<file path="config.mk">
export PLATFORM = sky130hd
export DESIGN_NAME = counter_sequencer
export DESIGN_NICKNAME = d
export VERILOG_FILES = /design/src/rtl/counter_sequencer.sv
export SDC_FILE = /design/constraint.sdc
export NUM_CORES = 1
export LEC_CHECK = 0
export BUFFER_PORTS_ARGS = -buffer_cell sky130_fd_sc_hd__buf_2
export CAP_MARGIN = 10
export CORE_AREA = 2 2 53 55
export CTS_CLUSTER_DIAMETER = 80
export DETAILED_ROUTE_END_ITERATION = 6
export DIE_AREA = 0 0 55 57
export PLACE_DENSITY = 0.74
export SLEW_MARGIN = 15
export SYNTH_ARGS = -nofsm -noshare
export SYNTH_HDL_FRONTEND = slang
export SYNTH_SLANG_ARGS = --single-unit
</file>
<file path="constraint.sdc">
create_clock -name clock -period 2 [get_ports clock]
set_input_delay 0.6 -clock clock [delete_from_list [all_inputs] [get_ports clock]]
set_output_delay 0.6 -clock clock [all_outputs]
set_load 0.02 [all_outputs]
</file>
<file path="src/rtl/counter_sequencer.sv">
// Round-robin two-requester controller that drives an external up counter through
// load/enable and reports completion when the count reaches the winner's terminal value.
module counter_sequencer #(
  parameter int WIDTH = 8
) (
  input  logic             clock,
  input  logic             reset,
  input  logic             reqa,
  input  logic [WIDTH-1:0] starta,
  input  logic [WIDTH-1:0] terma,
  output logic             gnta,
  output logic             donea,
  input  logic             reqb,
  input  logic [WIDTH-1:0] startb,
  input  logic [WIDTH-1:0] termb,
  output logic             gntb,
  output logic             doneb,
  output logic             busy,
  output logic             enable,
  output logic             load,
  output logic [0:WIDTH-1] data,
  input  logic [0:WIDTH-1] count
);

  typedef enum logic [1:0] {
    IDLE = 2'd0,
    LOAD = 2'd1,
    RUN  = 2'd2,
    DONE = 2'd3
  } state_t;

  state_t           state_reg;
  logic             owner_b_reg;
  logic             last_a_reg;
  logic [0:WIDTH-1] term_reg;
  logic [0:WIDTH-1] data_reg;
  logic [1:0]       gnt_reg;
  logic [1:0]       done_reg;
  logic             load_reg;

  logic             grant_any;
  logic             grant_b;

  // Ties go to whoever was not served last; last_a_reg clears to 0 so A wins after reset.
  assign grant_any = reqa | reqb;
  assign grant_b   = reqb & (~reqa | last_a_reg);

  always_ff @(posedge clock) begin
    if (reset) begin
      state_reg   <= IDLE;
      owner_b_reg <= 1'b0;
      last_a_reg  <= 1'b0;
      term_reg    <= '0;
      data_reg    <= '0;
      gnt_reg     <= 2'b00;
      done_reg    <= 2'b00;
      load_reg    <= 1'b0;
    end else begin
      gnt_reg  <= 2'b00;
      done_reg <= 2'b00;
      load_reg <= 1'b0;
      case (state_reg)
        // DONE arbitrates like IDLE so a pending request is taken on the edge leaving DONE.
        IDLE, DONE: begin
          if (grant_any) begin
            owner_b_reg <= grant_b;
            term_reg    <= grant_b ? termb : terma;
            data_reg    <= grant_b ? startb : starta;
            load_reg    <= 1'b1;
            gnt_reg     <= grant_b ? 2'b10 : 2'b01;
            state_reg   <= LOAD;
          end else begin
            state_reg <= IDLE;
          end
        end
        LOAD: begin
          state_reg <= RUN;
        end
        RUN: begin
          if (count == term_reg) begin
            done_reg   <= owner_b_reg ? 2'b10 : 2'b01;
            last_a_reg <= ~owner_b_reg;
            state_reg  <= DONE;
          end
        end
        default: begin
          state_reg <= IDLE;
        end
      endcase
    end
  end

  // Enable follows the live count so the increment stops exactly on the terminal value.
  assign enable = (state_reg == RUN) && (count != term_reg);
  assign busy   = (state_reg != IDLE);
  assign load   = load_reg;
  assign data   = data_reg;
  assign gnta   = gnt_reg[0];
  assign gntb   = gnt_reg[1];
  assign donea  = done_reg[0];
  assign doneb  = done_reg[1];

endmodule

</file>
-- Yosys cells after proc, flatten, opt, wreduce, memory -nomap -nowiden
Index checks and enable logic that the tools add are counted.
- reductions and logical operators: 9
- mux-type cells: 8
- eq/ne operators: 6
- bitwise gates (word level): 9
- operators with widths (kind ; count):
    $mux 8 ; 2
    $eq 8x8->1 ; 1
    $ne 8x8->1 ; 1
    $mux 2 ; 3
    $not 1->1 ; 6
    $pmux 2 s3 ; 1
    $reduce_or 3->1 ; 2
    $eq 2x2->1 const B ; 2
    $reduce_and 2->1 ; 2
    $reduce_or 2->1 ; 2
    $eq 2x1->1 const B ; 1
    $logic_not 2->1 ; 1
    $mux 1 ; 2
    $ne 2x2->1 const B ; 1
    $or 1x1->1 ; 2
    $reduce_bool 2->1 ; 1
    $and 1x1->1 ; 1
    $logic_and 1x1->1 ; 1
- logic and storage cells: 40
- output and inout bits: 15
- input port bits: 44
- bits in registers: 25

-- Longest topological paths before layout
- depth after elaboration: 4
- depth in mapped cells: 8
- depth with buffers taken out: 6

-- Least setup slack after synthesis
OpenSTA, ideal clock, no wires.
- path kind: input to output
- start: input count[1] (netlist name)
- end: output enable
- slack: 0.066 ns
- arrival: 1.334 ns
- stages on the path: 3
- data required time: 1.400 ns
- buffers on the path: 0
- cells stage by stage: xor2_1 nor4_2 a21boi_2
- cells in the longest elaborated chain, start to end: 2
- RTL lines (what ; line ; RTL):
    start: declaration ; 22 ; input logic [0:WIDTH-1] count
    $ne 8x8->1 ; 94 ; assign enable = (state_reg == RUN) && (count != term_reg);
    $logic_and 1x1->1 ; 94 ;
    end: declaration ; 19 ; output logic enable,
No other way between the ends.

-- Worst setup path after layout
- start: input count[7] (netlist name)
- end: output enable
The elaborated chain is that of the path after synthesis.

==> metrics <==
final wirelength 2482 µm; worst-margin pin slew 403.5 ps; Max Root-Sink Buffers 2; die span in y 57 µm; dpl cells 189; CP max-delay cell nor4_2; clock sink count 25; run status finished, violations left; nets 211; met3 Resource Use GR 0.02618; GR Util met2 0.3197; Max Clock Freq 488.9 MHz; pre-CTS setup slack -205.1 ps; XOR/XNOR Fraction of Synth Area 0.06763; most frequent cell after synthesis dfxtp_1; Avg Inst Size Synth 10.26 µm²; htree depth 1; TritonCTS clock tree done; GR peak layer met2; post-synthesis cell type count 23; Post-Syn Instances 101; DRC Markers 0; first-pass GRT wire length 4071 µm; fin crit period 2046 ps; NetSw 0.5885 mW; Worst Setup Start Kind input port; CTS root buf clkbuf_4; warning count from the yosys run 0; row cnt 19; failing checks setup timing; crit end category output port; initial antenna violation count 0; RSZ-0062 raised after global routing true; Setup violations, final 1; Post-synth EDFFs 0; CP Cell Sequence buf_6, xor2_1, nor4_2, buf_4, a21boi_2, buf_6; Starting Density 0.3962; Async S/R FF share, synth 0; DIE WIDTH 55 µm; drt pass-1 iters 4; Internal 1.009 mW; hpwl dp 1901 µm; post-synth top area share 0.4831; top_reg_cell synth dfxtp_1; utilization after layout 0.5555; Final period util 1.023; crit-path leading delay family buffers and inverters; post-synthesis compound-gate area fraction 0.2005; worst endpoint data arrival time 1450 ps; Storage cell area 503.0 µm²; sequential fraction of design power 0.445; internal reg-to-reg setup slack 320 ps; final worst slack -45.55 ps; routed vias/inst 5.051; CP peak stage delay 260 ps; antenna cells 0; Leakage 0.8103 nW; Max Cap Viol 0; TritonCTS Buffers 3; Comb pwr share 0.417; Clk network pwr share 0.138; DIE AREA 3135 µm²; Top Ports 59; core area 2615 µm²; Global Route met1 Usage 0.1957; synthesized-area fraction occupied by adder cells 0.02415; portion of netlist area occupied by mux cells 0.02415; largest net degree at the start of global routing 19; Buffers on Ports 58; post-synthesis simple-gate area fraction 0.1027; clk_lat worst skew 310 ps; initial DRC count 70; Final Max Slew Viols 0; vias in the first global route 1021; Reg clk slew, reported paths 130 ps; relative slew slack 0.7304; CP most frequent cell buf_6; Hold Path Class input port to flop; Overflow after GRT 0; Peak VDD IR 0.7000 mV; routed length per placed instance 12.73 µm; RePlAce Congestion 0.7218; GRT Overall Usage 0.1729; Synth area leader dfxtp_1; #FFs+latches synth 25; most frequent cells after synthesis dfxtp_1 (25), inv_1 (19), a222oi_1 (16), xor2_1 (8), buf_2 (6); CP required 1400 ps; switching share of total power 0.3683; largest family of logic cells by synthesized area compound AO/OA/AOI/OAI gates; CP Buf/Inv Count 3; final antenna-violating net count 0; cell area after synthesis 1036 µm²; crit path kind input port to output port; Layout area overhead 40.22%; fill count 254; Mapped Nets 147; top cells by area, synth dfxtp_1 (48%), a222oi_1 (15%), inv_1 (6.9%); area used by multi-input combinational logic 457.9 µm²; layout cell share with drive strength beyond 1 0.4695; Final Hold Viols 0; Cell Pwr Density 1100 nW/µm²; Setup Skew 4.741 ps; Non-Filler Instances 195; vias 985; largest fanout on the critical path 2; sequential area share after synthesis 0.4831
==> path summary, 6_finish.rpt <==
check | start | to | depth (start not counted)
max | count[7] | enable | 6
min | startb[4] | data[3] | 3
max reg2reg | state_reg[1] | term_reg[7] | 7
min reg2reg | owner_b_reg | done_reg[0] | 1
==> kinds of logic (layout without fill, tap and decap cells) <==
kind of cell             after synthesis  count (layout)
adder cells (fa/ha/maj)                2               2
AO/OA/AOI/OAI                         22              22
flip-flops                            25              25
multiplexers                           2               2
AND/OR/NAND/NOR                       17              17
buffers and inverters                 25              88
XOR/XNOR                               8               8
==> cell usage in the layout, fill, tap and decap left out, drive strengths merged <==
cell type and instances:
a21oi 1, nor2 4, a21boi 1, mux2 1, nor4 2, a31oi 1, inv 19, dfxtp 25
o21ba 1, nor3 1, and3 2, nand3 1, nand4 1, buf 65, xor2 8, clkbuf 4
nor3b 2, a222oi 16, ha 2, nand2 1, o21a 1, nand2b 3, a21o 1, mux2i 1
==> area by class of cell <==
class,instances,share of cell area
sequential,25,0.3463
multi-input combinational,51,0.3152
timing repair buffer,65,0.2446
inverter,19,0.04910
tap,31,0.02670
clock buffer,4,0.01809
==> power by group through the flow <==
stage | Sequential [mW] | Combinational, mW | Clock [mW]
2_1_floorplan | 0.791 | 0.340 | 0
3_3_place_gp | 0.711 | 0.603 | 0
3_5_place_dp | 0.717 | 0.625 | 0
4_1_cts | 0.708 | 0.646 | 0.229
5_1_grt | 0.727 | 0.737 | 0.241
6_report | 0.711 | 0.666 | 0.220
==> worst register-to-register path: cells and delay by family, from the launching register on <==
kind / cells / cell delay, ps
compound gates: 1 / 320
simple gates: 2 / 250
fa+ha+maj: 1 / 320
flops: 1 / 380
buf+inv: 3 / 310
==> routing by layer <==
metal  share of wire  vias to the layer above  wire length, µm
met2            0.53                       37             1319
met4          0.0048                        0               12
li1                -                      492                -
met1            0.40                      454              995
met5               0                        -                0
met3           0.062                        2              154
==> through the flow <==
step / hold slack (ps) / power (mW) / setup TNS, ps / area [µm²]
2_1_floorplan: 436.2 / 1.131 / 0 / 1036
3_3_place_gp: 458.4 / 1.313 / -2440 / 1373
3_5_place_dp: 468.3 / 1.342 / -3013 / 1373
4_1_cts: 473.2 / 1.584 / -88.88 / 1426
5_1_grt: 479.8 / 1.704 / -110.5 / 1453
6_report: 480.7 / 1.598 / -45.55 / 1453
==> what timing repair did <==
action                     in CTS  in global routing
pin swaps                       3                  2
resized for setup               4                  5
buffers inserted                2                  0
hold buffers                    0                  0
setup endpoints to repair      18                  5
Note: power is estimated with default switching activity, not from simulation.
